### src/rtl/bcd_stopwatch_ctrl_pkg.sv
// Shared types and constants for the BCD stopwatch controller and its counter.
package bcd_stopwatch_ctrl_pkg;

  typedef enum logic [1:0] {
    ST_IDLE = 2'd0,
    ST_RUN  = 2'd1,
    ST_LAP  = 2'd2,
    ST_STOP = 2'd3
  } state_t;

  typedef logic [3:0] bcd_t;

  localparam bcd_t BCD_MAX = 4'd9;
  localparam int   N_DIGITS = 3;

  // Next value of a single BCD digit, wrapping 9 back to 0.
  function automatic bcd_t bcd_next(input bcd_t d);
    return (d == BCD_MAX) ? 4'd0 : d + 4'd1;
  endfunction

endpackage

### src/rtl/bcd_cnt3_en.sv
// Three-digit BCD up-counter with enable, synchronous clear and saturation at 999.
module bcd_cnt3_en
  import bcd_stopwatch_ctrl_pkg::*;
(
  input  logic ck,
  input  logic rs,
  input  logic en,
  input  logic clr,
  output bcd_t d2,
  output bcd_t d1,
  output bcd_t d0,
  output logic all_nines
);

  bcd_t [N_DIGITS-1:0] r_dig;
  logic [N_DIGITS-1:0] w_nine;
  logic [N_DIGITS-1:0] w_carry;

  genvar gi;
  generate
    for (gi = 0; gi < N_DIGITS; gi++) begin : g_nine
      assign w_nine[gi] = (r_dig[gi] == BCD_MAX);
    end
  endgenerate

  // Ripple carry; an increment at 999 is swallowed so the count saturates.
  always_comb begin
    w_carry    = '0;
    w_carry[0] = en && !(&w_nine);
    for (int i = 1; i < N_DIGITS; i++) begin
      w_carry[i] = w_carry[i-1] && w_nine[i-1];
    end
  end

  always_ff @(posedge ck) begin
    if (rs || clr) begin
      r_dig <= '0;
    end else begin
      for (int i = 0; i < N_DIGITS; i++) begin
        if (w_carry[i]) begin
          r_dig[i] <= bcd_next(r_dig[i]);
        end
      end
    end
  end

  assign d2        = r_dig[2];
  assign d1        = r_dig[1];
  assign d0        = r_dig[0];
  assign all_nines = &w_nine;

endmodule

### src/rtl/bcd_stopwatch_ctrl.sv
// Stopwatch controller: start/stop/lap FSM, tick prescaler, lap capture and display mux
// around a three-digit BCD counter.
module bcd_stopwatch_ctrl
  import bcd_stopwatch_ctrl_pkg::*;
#(
  parameter int unsigned PRESCALE = 10
)
(
  input  logic ck,
  input  logic rs,
  input  logic tick,
  input  logic btn_ss,
  input  logic btn_lc,
  output bcd_t bcd2,
  output bcd_t bcd1,
  output bcd_t bcd0,
  output logic running,
  output logic lap_held,
  output logic ovf
);

  localparam logic [7:0] PRE_LAST = 8'(PRESCALE - 1);

  state_t              r_state;
  state_t              w_state_next;
  logic [7:0]          r_pre;
  bcd_t [N_DIGITS-1:0] r_lap;
  logic                r_ovf;

  bcd_t [N_DIGITS-1:0] w_cnt;
  logic                w_all_nines;
  logic                w_active;
  logic                w_inc;
  logic                w_ovf_hit;
  logic                w_capture;
  logic                w_clear;

  // Ticks are only seen in RUN/LAP, so a tick on the entry edge into RUN is dropped
  // while a tick on the RUN->STOP edge still counts.
  assign w_active  = (r_state == ST_RUN) || (r_state == ST_LAP);
  assign w_inc     = w_active && tick && (r_pre == PRE_LAST);
  assign w_ovf_hit = w_inc && w_all_nines;

  always_comb begin
    w_state_next = r_state;
    w_capture    = 1'b0;
    w_clear      = 1'b0;
    case (r_state)
      ST_IDLE: begin
        if (btn_ss) w_state_next = ST_RUN;
      end
      ST_RUN: begin
        if (btn_ss) begin
          w_state_next = ST_STOP;
        end else if (btn_lc) begin
          w_state_next = ST_LAP;
          w_capture    = 1'b1;
        end
      end
      ST_LAP: begin
        if (btn_ss)      w_state_next = ST_STOP;
        else if (btn_lc) w_state_next = ST_RUN;
      end
      ST_STOP: begin
        if (btn_ss) begin
          w_state_next = ST_RUN;
        end else if (btn_lc) begin
          w_state_next = ST_IDLE;
          w_clear      = 1'b1;
        end
      end
      default: w_state_next = ST_IDLE;
    endcase
    if (w_ovf_hit) w_state_next = ST_STOP;
  end

  always_ff @(posedge ck) begin
    if (rs) r_state <= ST_IDLE;
    else    r_state <= w_state_next;
  end

  always_ff @(posedge ck) begin
    if (rs || w_clear) begin
      r_pre <= '0;
    end else if (w_active && tick) begin
      r_pre <= (r_pre == PRE_LAST) ? 8'd0 : r_pre + 8'd1;
    end
  end

  // Capture reads the counter before this edge's increment lands.
  always_ff @(posedge ck) begin
    if (rs || w_clear) begin
      r_lap <= '0;
    end else if (w_capture) begin
      r_lap <= w_cnt;
    end
  end

  always_ff @(posedge ck) begin
    if (rs || w_clear) begin
      r_ovf <= 1'b0;
    end else if (w_ovf_hit) begin
      r_ovf <= 1'b1;
    end
  end

  bcd_cnt3_en u_cnt (
    .ck        (ck),
    .rs        (rs),
    .en        (w_inc),
    .clr       (w_clear),
    .d2        (w_cnt[2]),
    .d1        (w_cnt[1]),
    .d0        (w_cnt[0]),
    .all_nines (w_all_nines)
  );

  assign bcd2     = (r_state == ST_LAP) ? r_lap[2] : w_cnt[2];
  assign bcd1     = (r_state == ST_LAP) ? r_lap[1] : w_cnt[1];
  assign bcd0     = (r_state == ST_LAP) ? r_lap[0] : w_cnt[0];
  assign running  = w_active;
  assign lap_held = (r_state == ST_LAP);
  assign ovf      = r_ovf;

endmodule

### config.mk
export PLATFORM = sky130hd
export DESIGN_NAME = bcd_stopwatch_ctrl
export DESIGN_NICKNAME = d
export VERILOG_FILES = /design/src/rtl/bcd_stopwatch_ctrl_pkg.sv /design/src/rtl/bcd_cnt3_en.sv /design/src/rtl/bcd_stopwatch_ctrl.sv
export SDC_FILE = /design/constraint.sdc
export NUM_CORES = 1
export LEC_CHECK = 0
export CORE_UTILIZATION = 36
export CTS_BUF_LIST = sky130_fd_sc_hd__clkbuf_8
export CTS_CLUSTER_SIZE = 40
export DETAILED_ROUTE_END_ITERATION = 7
export DONT_BUFFER_PORTS = 1
export PLACE_DENSITY_LB_ADDON = 0.15
export SETUP_SLACK_MARGIN = 0.5
export SLEW_MARGIN = 20
export SYNTH_ARGS = -nofsm -noshare
export SYNTH_HDL_FRONTEND = slang
export SYNTH_SLANG_ARGS = --single-unit
### constraint.sdc
create_clock -name ck -period 1.8 [get_ports ck]
set_clock_uncertainty 0.1 [all_clocks]
set_input_delay 0.36 -clock ck [delete_from_list [all_inputs] [get_ports ck]]
set_output_delay 0.36 -clock ck [all_outputs]
set_load 0.03 [all_outputs]
==> metrics, run 1 <==
ANT nets after route=0; crit-path cells=inv_4, buf_6, ha_4, buf_12, mux2_4; IO Count=20; final setup margin=-0.1406 ns; placer congestion estimate=0.7473; DIE AREA=5549 um2; core area=5075 um2; hold slack final=0.02579 ns; top-area cell type share of the netlist area=37.04%; routed len/inst=14.76 um; antenna violations before repair=0; top-count cell post-synth=dfxtp_1; Reg clk slew, reported paths=0.07 ns; worst-case vdd ir drop=397.2 uV; IO Port Bufs=0; initial cell density of the core=37.28%; Synth Flop Type=dfxtp_1; Max Freq=515.3 MHz; first-pass GRT wire length=7.700 mm; CP required=1.34 ns; RSZ-0062 raised after global routing=yes; Final #Nets=271; Distinct cells, synth=46; via count=1,730; dpl hpwl=2.910 mm; vias per cell=5.242; # diodes=0; vias in the first global route=1,609; crit-path max cell delay=0.36 ns; Least-Margin Pin Slew=0.3468 ns; Design Area, Final=3002 um2; Post-Place Cell Area=2266 um2; kind of path behind the tightest hold check=primary input to flip-flop; CP top delay family=flip-flops; WP buf/inv=3; Leak Pwr=1.135 nW; Synth area leaders=dfxtp_1 (37%), mux2_2 (5.4%), mux2i_1 (5.3%); Synth area leader=dfxtp_1; Setup violations, final=23; Max Cap Viol=0; Detailed Route Iter0 Violations=52; gr usage total=18.59%; Avg Inst Size Synth=8.840 um2; FF+latch count, synth=35; worst-path maximum fanout=7; clock sink total=35; worst skew pair latency=0.29 ns; WP data arrival=1.48 ns; post-route setup TNS=-2.040 ns; power per cell area=799.3 nW/um2; synth warn=0; Setup crit end kind=output port; syn_nets=226; Residual DRC=0; CTS max path bufs=2; failing checks=negative setup slack; asr flop ratio synth=0%; Synth Cell Area=1892 um2; critical setup path kind=flip-flop to output port; final hold vios=0; outcome=finished, violations left; slowest CP cell=dfxtp_4; fin crit period=1.941 ns; Final period util=107.8%; layout overhead on the synthesized area=58.66%; worst relative slew slack=76.83%; Post-CTS Hold Buffers=0; Worst Setup Start Kind=flip-flop; cts bufs inserted=5; total grt overflow=0; Die Wd=74.49 um; max-slew violations=0; Die Span Y=74.49 um; CTS tree=done; largest net degree at the start of global routing=16; Synth top cells by count=dfxtp_1 (35), nor2_1 (26), a21oi_1 (17), nand2_1 (13); Cells after Synth=214; Seq/Total Area, Yosys=37.04%; Rows=26; Post-synth EDFFs=0; layout cell share with drive strength beyond 1=46.92%; Root Driver=clkbuf_8; drt total wl=4.870 mm; TritonRoute pass-1 iters=4; Max H-tree Level=2
path summary, 6_finish.rpt:
kind,startpoint,slack (ns),cells after the start,to
setup / recovery,r_state[0],-0.14,5,bcd0[0]
setup reg to reg,r_state[0],-0.12,7,u_cnt.d2[1]
hold reg to reg,r_pre[7],0.40,2,r_pre[7]
hold / removal,rs,0.03,1,r_state[0]
area by class of cell:
cell class	count	area, um2
inverter	9	38.79
sequential	35	709.4
clock buffer	6	82.58
timing repair buffer	48	553.0
tap	70	87.58
clock inverter	2	35.03
multi-input combinational	160	1495
fill	454	2073
layout by cell type (no fill, tap or decap), types with 2 or more instances in the layout:
| master | instances |
|---|---|
| clkbuf_8 | 6 |
| nor2_2 | 4 |
| xnor2_1 | 4 |
| dfxtp_1 | 32 |
| nor2_4 | 14 |
| nor4_4 | 2 |
| nor2b_1 | 3 |
| and4bb_1 | 2 |
| nand3_4 | 3 |
| buf_12 | 5 |
| nand4_1 | 3 |
| o21ai_1 | 2 |
| buf_6 | 12 |
| inv_1 | 7 |
| nor2_1 | 8 |
| or3_1 | 6 |
| mux2i_1 | 9 |
| buf_4 | 26 |
| a21oi_1 | 13 |
| nand2_1 | 12 |
| xor2_1 | 3 |
| inv_4 | 2 |
| ha_4 | 3 |
| o31ai_1 | 2 |
| ha_1 | 3 |
| buf_16 | 3 |
| dfxtp_4 | 2 |
| o21ai_0 | 6 |
| o21ai_4 | 3 |
| a21oi_2 | 3 |
| nand3_1 | 6 |
| mux2_4 | 9 |
| or4_1 | 6 |
report_power, final:
| part | internal (W) | switching, W | total (W) |
|---|---|---|---|
| sequential | 0.000807 | 0.0000196 | 0.000827 |
| clock | 0.000448 | 0.000299 | 0.000747 |
| combinational | 0.000436 | 0.000389 | 0.000825 |
| total | 0.00169 | 0.000708 | 0.00240 |
state kept, by name (all words and copies together) (netlist names):
signal and flops:
u_cnt.d2 4, ovf 1, u_cnt.d0 4, r_lap 12, u_cnt.d1 4, r_pre 8
r_state 2
per-layer routing:
metal  global-route usage, %  vias to the layer above  share of wire [%]
met4                   6.289                        0                1.1
met1                   24.28                      843                 46
met3                   3.930                        5                2.6
met2                   30.43                       21                 50
li1                        -                      861                  -
met5                       0                        -                  0
per-stage QoR:
step	util (%)	setup WS, ns	cells	total power [W]
after global routing	59.15	-0.1940	330	0.002512
after detailed placement	44.65	-0.01448	300	0.001348
after global placement	44.65	0.01610	300	0.001346
final	59.15	-0.1406	330	0.002399
after floorplan	-	-0.002994	214	0.001234
after CTS	55.13	-0.1523	324	0.002328
cell families after synthesis:
logic type / after synthesis / synth area share [%]
and+or+nand+nor: 88 / 27.18
AOI/OAI and AO/OA: 37 / 11.05
DFF: 35 / 37.04
buffers and inverters: 20 / 5.753
muxes: 19 / 10.65
xor gates and xnor gates: 8 / 3.704
adders and majority gates: 7 / 4.629
timing repair:
item	CTS	global route
gates cloned	4	1
endpoints found under the setup margin	50	49
pin swaps	36	8
setup buffers	12	5
resized for setup	50	35
No activity file was read; power rests on OpenSTA's default activity.
==> run 2, diff against run 1 <==
GPL_ROUTABILITY_DRIVEN = 1   (was default)
SKIP_CTS_REPAIR_TIMING = 1   (was default)
clock period = 2.36 ns   (was 1.8 ns; I/O delays follow)
==> metrics, run 2 (synthesis results as in run 1) <==
Rows=26; WP data arrival=1.52 ns; IO Port Bufs=0; Top Registers=r_lap (12), r_pre (8); total grt overflow=0; crit path to=bcd0[0]; # diodes=0; Reg2Reg Setup Slack=0.41 ns; largest net degree at the start of global routing=25; commonest non-fill, non-tap cell in the layout=dfxtp_1; hold slack final=0.1392 ns; CP required=1.79 ns; R2R Path End=u_cnt.d1[2]; Pint=0.0009607 W; critical setup path kind=flip-flop to output port; Final #Nets=239; outcome=completed; TritonRoute pass-1 iters=4; non-filler instance count after layout=298; Switching Fraction=31.43%; Gate power share=23.2%; Max Cap Viol=0; Max H-tree Level=2; core area=5075 um2; fin crit period=2.090 ns; RSZ-0062 raised after global routing=yes; cts bufs inserted=5; routed len/inst=13.61 um; vias per cell=5.107; Least-Margin Pin Slew=0.3668 ns; layout cell share with drive strength beyond 1=27.19%; Clk network pwr share=30.2%; Filler Cell Count=508; ANT nets after route=0; Die Wd=74.49 um; power per cell area=613.6 nW/um2; initial cell density of the core=37.28%; worst skew pair latency=0.29 ns; multi-input logic area=1230 um2; Design Area, Final=2283 um2; drt total wl=4.055 mm; vias in the first global route=1,338; Setup violations, final=0; final hold vios=0; Final period util=88.57%; gr usage total=14.46%; Leak Pwr=0.8630 nW; Top reg by flops=r_lap; CTS tree=done; Setup crit end kind=output port; via count=1,522; Root Driver=clkbuf_8; most frequent cells in the layout=dfxtp_1 (32), nor2_1 (26), a21oi_1 (13), buf_4 (13), nand2_1 (12); R2R cell count=6; post-route setup TNS=0 ns; Worst Setup SP=r_state[0]; DIE AREA=5549 um2; layout overhead on the synthesized area=20.70%; Reg clk slew, reported paths=0.06 ns; Die Span Y=74.49 um; max-slew violations=0; first-pass GRT wire length=6.023 mm; Worst R2R Start=r_state[0]; Seq. cell area=709.4 um2; Residual DRC=0; worst-case vdd ir drop=563.8 uV; hold_sp=rs; antenna violations before repair=0; Post-Place Cell Area=2008 um2; DP Cell Count=276; IO Count=20; worst-path maximum fanout=8; kind of path behind the tightest hold check=primary input to flip-flop; Detailed Route Iter0 Violations=60; clock sink total=35; Seq pwr share=46.6%; Max Freq=478.4 MHz; CTS max path bufs=2; hold depth=1; placer congestion estimate=0.7733; worst relative slew slack=75.54%; Worst Setup Start Kind=flip-flop; max FFs per register=12; dpl hpwl=2.565 mm; switching pwr=0.0004405 W
run 2: changes by cell type in the layout (fill, tap and decap cells not counted), moves of 3 or more:
cell | previous run | this run
nor2_1 | 8 | 26
nor2_4 | 14 | 0
buf_4 | 26 | 13
buf_6 | 12 | 3
buf_12 | 5 | 0
mux2_2 | 0 | 5
mux2_4 | 9 | 4
nor2_2 | 4 | 0
buf_16 | 3 | 0
or4_1 | 6 | 3
or4_4 | 0 | 3
run 2: worst min path at each step:
stage | end | slack [ns]
2_1_floorplan | r_lap[1] | 0.35
3_5_place_dp | r_lap[2] | 0.38
3_3_place_gp | r_lap[2] | 0.37
6_report | r_state[0] | 0.14
5_1_grt | r_state[0] | 0.12
4_1_cts | r_state[0] | 0.13
run 2: power by group through the flow:
stage	Combinational (W)	Clock, W	Sequential [W]
6_report	0.000325	0.000423	0.000653
5_1_grt	0.000359	0.000470	0.000657
4_1_cts	0.000280	0.000436	0.000652
3_5_place_dp	0.000278	0	0.000666
3_3_place_gp	0.000281	0	0.000665
2_1_floorplan	0.000253	0	0.000658
run 2: metal layers:
metal	GRT usage (%)	wire [um]	up-vias
met2	22.72	1929	16
met5	0	0	-
met1	17.90	1909	710
met3	5.014	149	6
li1	-	-	790
met4	6.289	66	0
run 2: stage by stage:
step / power [W] / util, % / setup WS (ns)
after floorplan: 0.0009112 / - / 0.4979
after global placement: 0.0009467 / 39.57 / 0.3539
after detailed placement: 0.0009441 / 39.57 / 0.3240
after CTS: 0.001367 / 41.22 / 0.1945
after global routing: 0.001485 / 45.00 / 0.2170
final: 0.001401 / 45.00 / 0.2697
run 2: cell type report:
type | instances | area share [%]
Sequential cell | 35 | 31.07
Multi-Input combinational cell | 160 | 53.86
Tap cell | 70 | 3.836
Clock inverter | 3 | 0.6575
Inverter | 9 | 1.808
Clock buffer | 5 | 3.014
Timing Repair Buffer | 16 | 5.753
run 2: worst max-delay path: stages (launching register included):
cell,delay (ns)
dfxtp_4,0.37
inv_6,0.07
ha_4,0.25
buf_6,0.17
mux2_4,0.36
